--- config.mk ---
export PLATFORM = sky130hd
export DESIGN_NAME = fifo_packetizer
export DESIGN_NICKNAME = d
export VERILOG_FILES = /design/src/rtl/fifo_packetizer.sv
export SDC_FILE = /design/constraint.sdc
export NUM_CORES = 1
export LEC_CHECK = 0
export CELL_PAD_IN_SITES_DETAIL_PLACEMENT = 0
export CELL_PAD_IN_SITES_GLOBAL_PLACEMENT = 2
export CORE_ASPECT_RATIO = 1.1
export CORE_MARGIN = 1
export CORE_UTILIZATION = 35
export DETAILED_ROUTE_END_ITERATION = 6
export GPL_TIMING_DRIVEN = 0
export MAX_ROUTING_LAYER = met4
export PLACE_DENSITY = 0.9
export SYNTH_ARGS = -nofsm -noshare
export SYNTH_HDL_FRONTEND = slang
export SYNTH_SLANG_ARGS = --single-unit
--- constraint.sdc ---
create_clock -name rclk -period 3.6 [get_ports rclk]
set_input_delay 0.54 -clock rclk [delete_from_list [all_inputs] [get_ports rclk]]
set_output_delay 0.54 -clock rclk [all_outputs]
set_load 0.03 [all_outputs]
--- src/rtl/fifo_packetizer.sv ---
// rtl/fifo_packetizer.sv - frames fixed-length fifo payloads as SYNC, SEQ, data, XOR checksum
// Single-entry registered output stage with valid/ready towards the TX side.
module fifo_packetizer #(
  parameter int                   DATASIZE    = 8,
  parameter int                   PAYLOAD_LEN = 16,
  parameter logic [DATASIZE-1:0]  SYNC_BYTE   = 8'hA5
) (
  input  logic                rclk,
  input  logic                rrst_n,
  input  logic [DATASIZE-1:0] rdata,
  input  logic                rempty,
  output logic                rinc,
  output logic [DATASIZE-1:0] odata,
  output logic                ovalid,
  input  logic                oready,
  output logic                osof,
  output logic                oeof
);

  localparam int CW = $clog2(PAYLOAD_LEN + 1);

  localparam logic [2:0] S_IDLE    = 3'd0;
  localparam logic [2:0] S_SYNC    = 3'd1;
  localparam logic [2:0] S_SEQ     = 3'd2;
  localparam logic [2:0] S_PAYLOAD = 3'd3;
  localparam logic [2:0] S_CHECK   = 3'd4;

  logic [2:0]          state;
  logic [7:0]          seq;
  logic [DATASIZE-1:0] chk;
  logic [CW-1:0]       count;
  logic                load_en;

  assign load_en = !ovalid || oready;

  // Pops only when the output stage can take the byte, so a pop always lands in odata.
  always_comb begin
    rinc = rrst_n && (state == S_PAYLOAD) && load_en && !rempty;
  end

  always_ff @(posedge rclk) begin
    if (!rrst_n) begin
      state  <= S_IDLE;
      seq    <= '0;
      chk    <= '0;
      count  <= '0;
      odata  <= '0;
      ovalid <= 1'b0;
      osof   <= 1'b0;
      oeof   <= 1'b0;
    end else begin
      case (state)
        S_IDLE: begin
          if (load_en) ovalid <= 1'b0;
          if (!rempty) state <= S_SYNC;
        end
        S_SYNC: begin
          if (load_en) begin
            odata  <= SYNC_BYTE;
            osof   <= 1'b1;
            oeof   <= 1'b0;
            ovalid <= 1'b1;
            chk    <= '0;
            state  <= S_SEQ;
          end
        end
        S_SEQ: begin
          if (load_en) begin
            odata  <= DATASIZE'(seq);
            osof   <= 1'b0;
            oeof   <= 1'b0;
            ovalid <= 1'b1;
            state  <= S_PAYLOAD;
          end
        end
        S_PAYLOAD: begin
          if (rinc) begin
            odata  <= rdata;
            osof   <= 1'b0;
            oeof   <= 1'b0;
            ovalid <= 1'b1;
            chk    <= chk ^ rdata;
            if (count == CW'(PAYLOAD_LEN - 1)) begin
              count <= '0;
              state <= S_CHECK;
            end else begin
              count <= count + 1'b1;
            end
          end else if (load_en) begin
            // Fifo ran dry mid-frame: let the held byte go and wait, never abort.
            ovalid <= 1'b0;
          end
        end
        S_CHECK: begin
          if (load_en) begin
            odata  <= chk;
            osof   <= 1'b0;
            oeof   <= 1'b1;
            ovalid <= 1'b1;
            seq    <= seq + 8'd1;
            state  <= S_IDLE;
          end
        end
        default: state <= S_IDLE;
      endcase
    end
  end

endmodule

==> run metrics, run 1 <==
status=finished with violations; failing checks=DRC; hold_sp=count[4]; DRT Wirelength=4520 µm; Synth-to-Final Area Change=21.9%; Worst R2R Setup Slack=1.88 ns; WHS Path Cells=2; Placed Instance Area=2150 µm²; synthesized area=1840 µm²; top_reg_cell synth=dfxtp_1; global route total overflow=0; layout cells sized above 1=16.0%; # placed instances=293; Synth Instances=212; worst-skew pair later-pin latency=0.29 ns; flops & latches, synth=35; CP Launch Type=input pin; Static Leak=0.840 nW; CTS max path bufs=2; Reg area=701 µm²; critical path class=input pin to output pin; # hold bufs at CTS=0; initial DRC count=118; post_cts resized=0; Hold/Removal Path Class=register to register; Die Ht=78.1 µm; multi-input logic area=990 µm²; HPWL after detailed placement=3240 µm; DR WL/cell=15.0 µm; final setup fails=0; final non-filler cell total=301; syn avg cell area=8.69 µm²; ANT nets after route=0; I/O pins=24; Port-buffer cells=23; Max Freq=344 MHz; largest net degree at the start of global routing=11; Initial Util=36.6%; Worst Max-Slew Pin Slew=0.536 ns; FILL cells=505; first-pass GRT wire length=7710 µm; GRT Total Usage=18.5%; Slew HR=64.0%; cell row count=27; Critical R2R Capture=odata[7]; power density cells=454 nW/µm²; DR vias/cell=5.45; CTS tree=built; worst path arrival time=2.36 ns; Fin. Hold Viols=0; Final period util=80.6%; Place WS=0.680 ns; Fin Clk Skew=0.0118 ns; hold slack=0.433 ns; RSZ-0062 raised after global routing=false; htree depth=2; post-route DRC violation count=3; sequential fraction of the synthesis area=38.0%; Core Area=5030 µm²; VDD IR max=0.000181 V; DR vias=1,641; Cell variety after synth=51; final weighted congestion in routability-driven placement=0.808; Nets=256; Endpoint, Worst Hold=count[4]; design area=2250 µm²; DIE WIDTH=71.2 µm; warning count from the yosys run=0; Max Cap Viol=0; clk sink count=35; critical-path maximum fanout=8; count of pins over their slew limit=0; setup slack after layout=0.697 ns; post-CTS setup buffers=0; Post-synth ARST share=0%; setup_tns=0 ns; vias in the first global route=1,550; 1st-pass router iterations=6; min cycle time layout=2.90 ns; diodes inserted=0; WP data required=3.06 ns; antenna violations before repair=0; CTS clk-pin slew, worst paths=0.08 ns; R2R cell count=4; TritonCTS Buffers=5; die area=5560 µm²; crit path capture type=output pin; Root Driver=clkbuf_8; Post-synth EDFFs=0; worst r2r src=state[0]; Mapped Nets=226
cell usage after synthesis (4+ instances only):
cell / number / area, µm²
nor3_1: 4 / 20.0
o31ai_1: 6 / 45.0
buf_6: 4 / 45.0
nand4_1: 5 / 31.3
nand3_1: 5 / 25.0
nand2_1: 16 / 60.1
nor2_1: 4 / 15.0
a21oi_1: 18 / 90.1
clkbuf_1: 4 / 15.0
o221a_2: 5 / 56.3
nand2b_1: 6 / 37.5
inv_1: 12 / 45.0
a22oi_1: 8 / 60.1
buf_2: 6 / 30.0
dfxtp_1: 35 / 701
o21ai_0: 15 / 75.1
or3_2: 6 / 45.0
cell type report:
type	instances	area share (%)
plain buffers	16	4.79
clock buffers	8	4.46
inverters	12	2.01
multi-input cells	149	44.1
flip-flops and latches	35	31.2
well taps	58	3.23
repair buffers	23	10.3
critical path: stages:
cell and delay (ns):
clkdlybuf4s50_1 0.53, nand2b_1 0.12, buf_4 0.16, nand3_1 0.15, inv_1 0.17, clkdlybuf4s50_1 0.69
layout by cell type (no fill, tap or decap), types with 2 or more instances in the layout:
cell type        instances
dfxtp_1                 35
clkdlybuf4s50_1         23
a21oi_1                 18
nand2_1                 16
o21ai_0                 15
inv_1                   12
a22oi_1                  8
clkbuf_8                 7
buf_2                    6
nand2b_1                 6
o31ai_1                  6
or3_2                    6
nand3_1                  5
clkbuf_1                 5
o221a_2                  5
nand4_1                  5
buf_6                    4
nor3_1                   4
nor2_1                   4
xnor2_1                  3
nor2b_1                  3
a2bb2oi_1                3
or4_1                    3
or3_1                    3
or2_2                    2
a21o_1                   2
mux2i_1                  2
xor2_1                   2
nand3b_1                 2
a31oi_1                  2
nor3b_1                  2
o21a_1                   2
ha_1                     2
cells by family (layout without fill, tap and decap cells):
| family | after synthesis | in the layout | synth area share [%] |
|---|---|---|---|
| xor gates and xnor gates | 5 | 5 | 2.38 |
| adders and majority gates | 2 | 2 | 1.36 |
| and+or+nand+nor | 71 | 71 | 23.1 |
| AOI/OAI and AO/OA | 69 | 69 | 25.8 |
| buffers and inverters | 28 | 59 | 8.28 |
| muxes | 2 | 2 | 1.09 |
| DFF | 35 | 35 | 38.0 |
per-layer routing:
metal | track usage, % | up-vias | wire, µm | share of wire (%)
met5 | - | - | 0 | 0
li1 | - | 840 | - | -
met2 | 27.9 | 37 | 2080 | 46
met4 | 6.60 | 0 | 104 | 2.3
met1 | 23.4 | 753 | 2190 | 48
met3 | 5.39 | 11 | 137 | 3.0
registers in the layout, summed over array words and instances (netlist names):
| signal | count |
|---|---|
| state | 3 |
| seq | 8 |
| count | 5 |
| chk | 8 |
| osof | 1 |
| odata | 8 |
| oeof | 1 |
| ovalid | 1 |
per-stage QoR:
stage | util [%] | power (mW)
6_report | 44.6 | 1.02
5_1_grt | 44.6 | 1.07
4_1_cts | 44.6 | 1.03
3_5_place_dp | 42.6 | 0.706
3_3_place_gp | 42.6 | 0.706
2_1_floorplan | - | 0.616
worst max path at each step:
stage / from / to / slack, ns / cells past startpoint
global placement: oready / rinc / 0.66 / 6
detailed placement: oready / rinc / 0.68 / 6
global route: oready / rinc / 0.57 / 6
CTS: oready / rinc / 0.68 / 6
floorplan: ovalid / odata[0] / 1.85 / 6
finish: oready / rinc / 0.70 / 6
report_power, final:
part	leakage (nW)	switching [mW]	internal, mW
Sequential	0.285	0.0185	0.418
Combinational	0.503	0.143	0.116
Clock	0.0515	0.150	0.175
Power figures use the tool's default switching activity.
==> run 2: changes to the inputs <==
- CORE_UTILIZATION: 35 -> 30
- PLACE_DENSITY: 0.9 -> 0.82
- clock period: 3.6 -> 2.6 ns (I/O delays scaled with it)
==> run 2 against run 1 <==
Cell area increased by 0.45%. Flip-flop and latch count unchanged. Non-clock buffer count is the same. Total power up 34%. Largest power group unchanged. Wire length up 2.3%. Clock skew decreased by 0.0051 ns. Register-to-register slack lost 1.0 ns. Critical path type unchanged. Worst setup slack worse by 0.45 ns. The run now ends clean. Largest cell class unchanged. Count of clock-buffer cells in the layout down 2.
==> run metrics, run 2 (synthesis results as in run 1) <==
status=finished, final reports clean; antenna violations before repair=0 (unchanged); I/O pins=24 (unchanged); Critical-path top delay cell=clkdlybuf4s50_1; slowest stage delay, CP=0.54 ns (-0.15 ns); DIE WIDTH=76.7 µm (+7.8%); GRT busiest layer=met2; CTS tree=built; post-route DRC violation count=0 (-3); Place WS=-0.0310 ns (-0.711 ns); critical path class=input pin to output pin; RSZ-0062 raised after global routing=false; count of pins over their slew limit=0 (unchanged); largest net degree at the start of global routing=11 (unchanged); WP data required=2.21 ns (-0.85 ns); Tot Pwr=1.37 mW (+34%); Sw Share=30.9% (+0.37 points); GR Util met1=20.9% (-2.5 points); Hold/Removal Path Class=register to register; Max Cap Viol=0 (unchanged); power share of the combinational group=26.3% (+0.9 points); ANT nets after route=0 (unchanged); first-pass GRT wire length=8000 µm (+3.7%); Final period util=90.7%; power density cells=608 nW/µm² (+34%); GRT Total Usage=16.2% (-2.2 points); worst r2r src=state[2]; crit path capture type=output pin; Slew HR=54.9% (-9.1 points); vias in the first global route=1,624 (+4.8%); die area=6460 µm² (+16%); Worst Max-Slew Pin Slew=0.671 ns (+0.135 ns); HPWL after detailed placement=3400 µm (+4.8%); Pint=0.948 mW (+34%); post_cts resized=1 (+1); CTS clk-pin slew, worst paths=0.07 ns (about the same); Nets=256 (unchanged); most frequent cells in the layout=dfxtp_1, clkdlybuf4s50_1, a21oi_1; Root Driver=clkbuf_8; Worst R2R Setup Slack=0.87 ns (-1.01 ns); Synth-to-Final Area Change=22.4%; Crit path max-delay family=buffers and inverters; Die Ht=84.2 µm (+7.8%); Max Freq=424 MHz; post-CTS setup buffers=0 (unchanged); worst path cell trace=clkdlybuf4s50_1 -> nand2b_1 -> buf_4 -> nand3_1 -> inv_1 -> dlygate4sd2_1; min cycle time layout=2.36 ns; Endpoint, Worst Hold=count[4]; most common cell after layout, fill and taps aside=dfxtp_1; htree depth=2 (unchanged); layout cells sized above 1=16.1% (+0.066 points); Fin. Hold Viols=0 (unchanged); cell row count=29 (+7.4%); setup slack after layout=0.242 ns (-0.455 ns); final weighted congestion in routability-driven placement=0.773 (-4.3%); Largest regs=chk: 8 flops, odata: 8 flops, seq: 8 flops; initial DRC count=59 (-50%); clk sink count=35 (unchanged); hold_sp=count[4]; # hold bufs at CTS=0 (unchanged); Static Leak=0.840 nW (about the same); Placed Instance Area=2170 µm² (+1.1%); DR WL/cell=14.5 µm (-3.4%); WHS Path Cells=2 (unchanged); final setup fails=0 (unchanged); worst-skew pair later-pin latency=0.29 ns (about the same); CP Launch Type=input pin; GRT met2 Usage=25.2% (-2.7 points); global route total overflow=0 (unchanged); diodes inserted=0 (unchanged); CTS max path bufs=2 (unchanged); NetSw=0.423 mW (+36%); Clk network pwr share=29.6% (-2.2 points); DR vias/cell=5.24 (-4.0%); VDD IR max=0.000219 V (+21%); DR vias=1,670 (+1.8%); TritonCTS Buffers=5 (unchanged); Port-buffer cells=23 (unchanged); Initial Util=31.5% (-5.1 points); DRT Wirelength=4620 µm (+2.3%); critical-path maximum fanout=8 (unchanged); met3 Use GR=3.48% (-1.9 points); Fin Clk Skew=0.00674 ns (-0.00511 ns); design area=2260 µm² (+0.45%); R2R cell count=5 (+1); Core Area=5840 µm² (+16%); worst path arrival time=1.97 ns (-0.39 ns); Critical R2R Capture=seq[6]; Seq pwr share=44.1% (+1.3 points); 1st-pass router iterations=4 (-2); CP bufs+invs=4 (unchanged)
==> run 2: changes by cell type in the layout (fill, tap and decap cells not counted) <==
cell,previous run,this run
clkbuf_1,5,4
clkbuf_8,7,6
clkdlybuf4s50_1,23,22
clkinv_2,0,1
dlygate4sd2_1,0,1
==> run 2: area by class of cell <==
type	instances	area, µm²
clock buffer	6	82.6
fill	616	3590
multi-input combinational	149	990
sequential	35	701
buffer	16	108
tap	77	96.3
inverter	12	45.0
timing repair buffer	23	229
clock inverter	1	5.00
==> run 2: worst max path at each step <==
stage                 from        to  slack [ns]  cells past startpoint
floorplan           ovalid  odata[0]        0.85                      6
global placement    oready      rinc       -0.05                      6
detailed placement  oready      rinc       -0.03                      6
CTS                 oready      rinc        0.24                      6
global route        oready      rinc        0.17                      6
finish              oready      rinc        0.24                      6
==> run 2: layer usage <==
metal | up-vias | share of wire (%)
met2 | 27 | 45
met4 | 0 | 1.6
met1 | 794 | 50
met5 | - | 0
met3 | 9 | 2.9
li1 | 840 | -
==> run 2: worst register-to-register path, stage by stage (launching register included) <==
cell	delay (ns)
dfxtp_1	0.42
buf_2	0.24
nand2b_1	0.10
nor3_1	0.53
nand4_1	0.19
mux2i_1	0.14
==> run 2: power groups by stage <==
| stage | Clock (mW) | Combinational [mW] | Sequential [mW] |
|---|---|---|---|
| 2_1_floorplan | 0 | 0.186 | 0.668 |
| 3_3_place_gp | 0 | 0.361 | 0.617 |
| 3_5_place_dp | 0 | 0.362 | 0.618 |
| 4_1_cts | 0.421 | 0.363 | 0.605 |
| 5_1_grt | 0.451 | 0.389 | 0.611 |
| 6_report | 0.406 | 0.361 | 0.605 |
==> run 2: per-stage QoR <==
| step | utilization (%) | TNS [ns] | std cells | hold slack [ns] |
|---|---|---|---|---|
| floorplan | - | 0 | 212 | 0.410 |
| global placement | 37.1 | -0.0511 | 312 | 0.419 |
| detailed placement | 37.1 | -0.0310 | 312 | 0.428 |
| CTS | 38.6 | 0 | 319 | 0.439 |
| global route | 38.6 | 0 | 319 | 0.458 |
| finish | 38.6 | 0 | 319 | 0.437 |
==> run 3: changes to the inputs <==
- GPL_TIMING_DRIVEN: 0 -> 1
==> run 3 against run 2 <==
Clock skew is 0.0028 ns higher. Flip-flop and latch count unchanged. Wire length down 4.0%. Via count down 3.2%. Count of clock-buffer cells in the layout is 1 higher. Highest routed layer unchanged.
==> run metrics, run 3 (synthesis results as in run 1) <==
NetSw=0.434 mW (+2.5%); Die Ht=84.2 µm (unchanged); layout cells sized above 1=16.1% (about the same); most common cell after layout, fill and taps aside=dfxtp_1; Initial Util=31.5% (unchanged); DR WL/cell=14.2 µm (-2.2%); hold slack=0.443 ns (+0.00627 ns); diodes inserted=0 (unchanged); Reg area=701 µm² (unchanged); critical-path maximum fanout=20 (+12); final setup fails=0 (unchanged); post_cts resized=0 (-1); Pint=0.969 mW (+2.3%); slowest stage delay, CP=0.47 ns (-0.07 ns); DIE WIDTH=76.7 µm (unchanged); Hold/Removal Path Class=register to register; die area=6460 µm² (unchanged); Port-buffer cells=23 (unchanged); Core Area=5840 µm² (unchanged); 1st-pass router iterations=4 (unchanged); critical path class=input pin to output pin; crit path capture type=output pin; clk sink count=35 (unchanged); final weighted congestion in routability-driven placement=0.765 (-1.1%); Synth-to-Final Area Change=21.0%; HPWL after detailed placement=3170 µm (-6.9%); Seq pwr share=43.9% (-0.2 points); CP Launch Type=input pin; VDD IR max=0.000247 V (+13%); cell row count=29 (unchanged); DRT Wirelength=4430 µm (-4.0%); Tot Pwr=1.40 mW (+2.3%); htree depth=2 (unchanged); power share of the combinational group=23.7% (-2.6 points); multi-input logic area=990 µm² (unchanged); # placed instances=305 (-2.2%); Critical-path top delay cell=clkdlybuf4s50_1; worst path cell trace=clkdlybuf4s50_1 -> buf_4 -> and2b_1 -> nand3_1 -> inv_1 -> buf_4; first-pass GRT wire length=7560 µm (-5.5%); initial DRC count=69 (+17%); Largest regs=chk: 8 flops, odata: 8 flops, seq: 8 flops; CP most frequent cell=buf_4; vias in the first global route=1,513 (-6.8%); min cycle time layout=2.19 ns (-0.164 ns); most frequent cells in the layout=dfxtp_1, clkdlybuf4s50_1, a21oi_1; global route total overflow=0 (unchanged); Fin. Hold Viols=0 (unchanged); Slew HR=61.3% (+6.4 points); DR vias/cell=5.16 (-1.4%); Sw Share=30.9% (+0.038 points); worst-skew pair later-pin latency=0.30 ns (about the same); power density cells=629 nW/µm² (+3.5%); post-route DRC violation count=0 (unchanged); antenna violations before repair=0 (unchanged); Static Leak=0.817 nW (-2.7%); Max Freq=456 MHz (+7.5%); worst path arrival time=1.80 ns (-0.17 ns); setup_tns=0 ns (unchanged); count of pins over their slew limit=0 (unchanged); Worst Max-Slew Pin Slew=0.580 ns (-0.0911 ns); GRT Total Usage=15.4% (-0.80 points); Clk network pwr share=32.4% (+2.8 points); Fin Clk Skew=0.00950 ns (+0.00276 ns); DR vias=1,616 (-3.2%); largest net degree at the start of global routing=21 (+10); WP data required=2.21 ns (about the same); FILL cells=609 (-1.1%); post-CTS setup buffers=0 (unchanged); final non-filler cell total=313 (-1.9%); Max Cap Viol=0 (unchanged); TritonCTS Buffers=5 (unchanged); CTS max path bufs=2 (unchanged); CTS clk-pin slew, worst paths=0.07 ns (about the same); ANT nets after route=0 (unchanged); CTS tree=built; RSZ-0062 raised after global routing=false; Root Driver=clkbuf_8; # hold bufs at CTS=0 (unchanged); Final period util=84.4% (-6.3 points); status=finished, final reports clean; I/O pins=24 (unchanged); Nets=249 (-2.7%)
run 3: critical path: cells and delay by family:
family	cells	cell delay, ns
AND/OR/NAND/NOR	2	0.34
buffers and inverters	4	1.06
run 3: path summary, 6_finish.rpt:
kind / end / cells after the start / slack, ns / start
worst max-delay path: rinc / 6 / 0.41 / rrst_n
worst min-delay path: count[4] / 2 / 0.44 / count[4]
worst max register to register: chk[1] / 4 / 0.75 / state[0]
worst min register to register: count[4] / 2 / 0.44 / count[4]
run 3: power groups by stage:
stage	clock [mW]	sequential [mW]	combinational [mW]
3_5_place_dp	0	0.629	0.334
5_1_grt	0.494	0.623	0.360
3_3_place_gp	0	0.628	0.333
2_1_floorplan	0	0.668	0.186
4_1_cts	0.468	0.616	0.335
6_report	0.454	0.616	0.332
run 3: cell type report:
cell class	instances	area share, %
Multi-Input combinational cell	149	44.4
Sequential cell	35	31.4
Timing Repair Buffer	32	13.2
Clock buffer	7	4.32
Tap cell	77	4.32
Inverter	12	2.02
Clock inverter	1	0.337
run 3: metal layers:
metal | part of all wire [%] | wire length [µm] | vias up | track usage [%]
met5 | 0 | 0 | - | -
met4 | 1.3 | 57 | 0 | 6.29
met3 | 3.3 | 148 | 6 | 3.15
met2 | 46 | 2050 | 35 | 23.9
met1 | 49 | 2180 | 757 | 19.5
li1 | - | - | 818 | -
run 3: through the flow:
stage                     cell area (µm²)  setup slack (ns)  util [%]
final                                2230             0.406      38.2
after detailed placement             2130             0.391      36.4
after global routing                 2230             0.287      38.2
after floorplan                      1840             0.855         -
after global placement               2130             0.397      36.4
after CTS                            2230             0.392      38.2
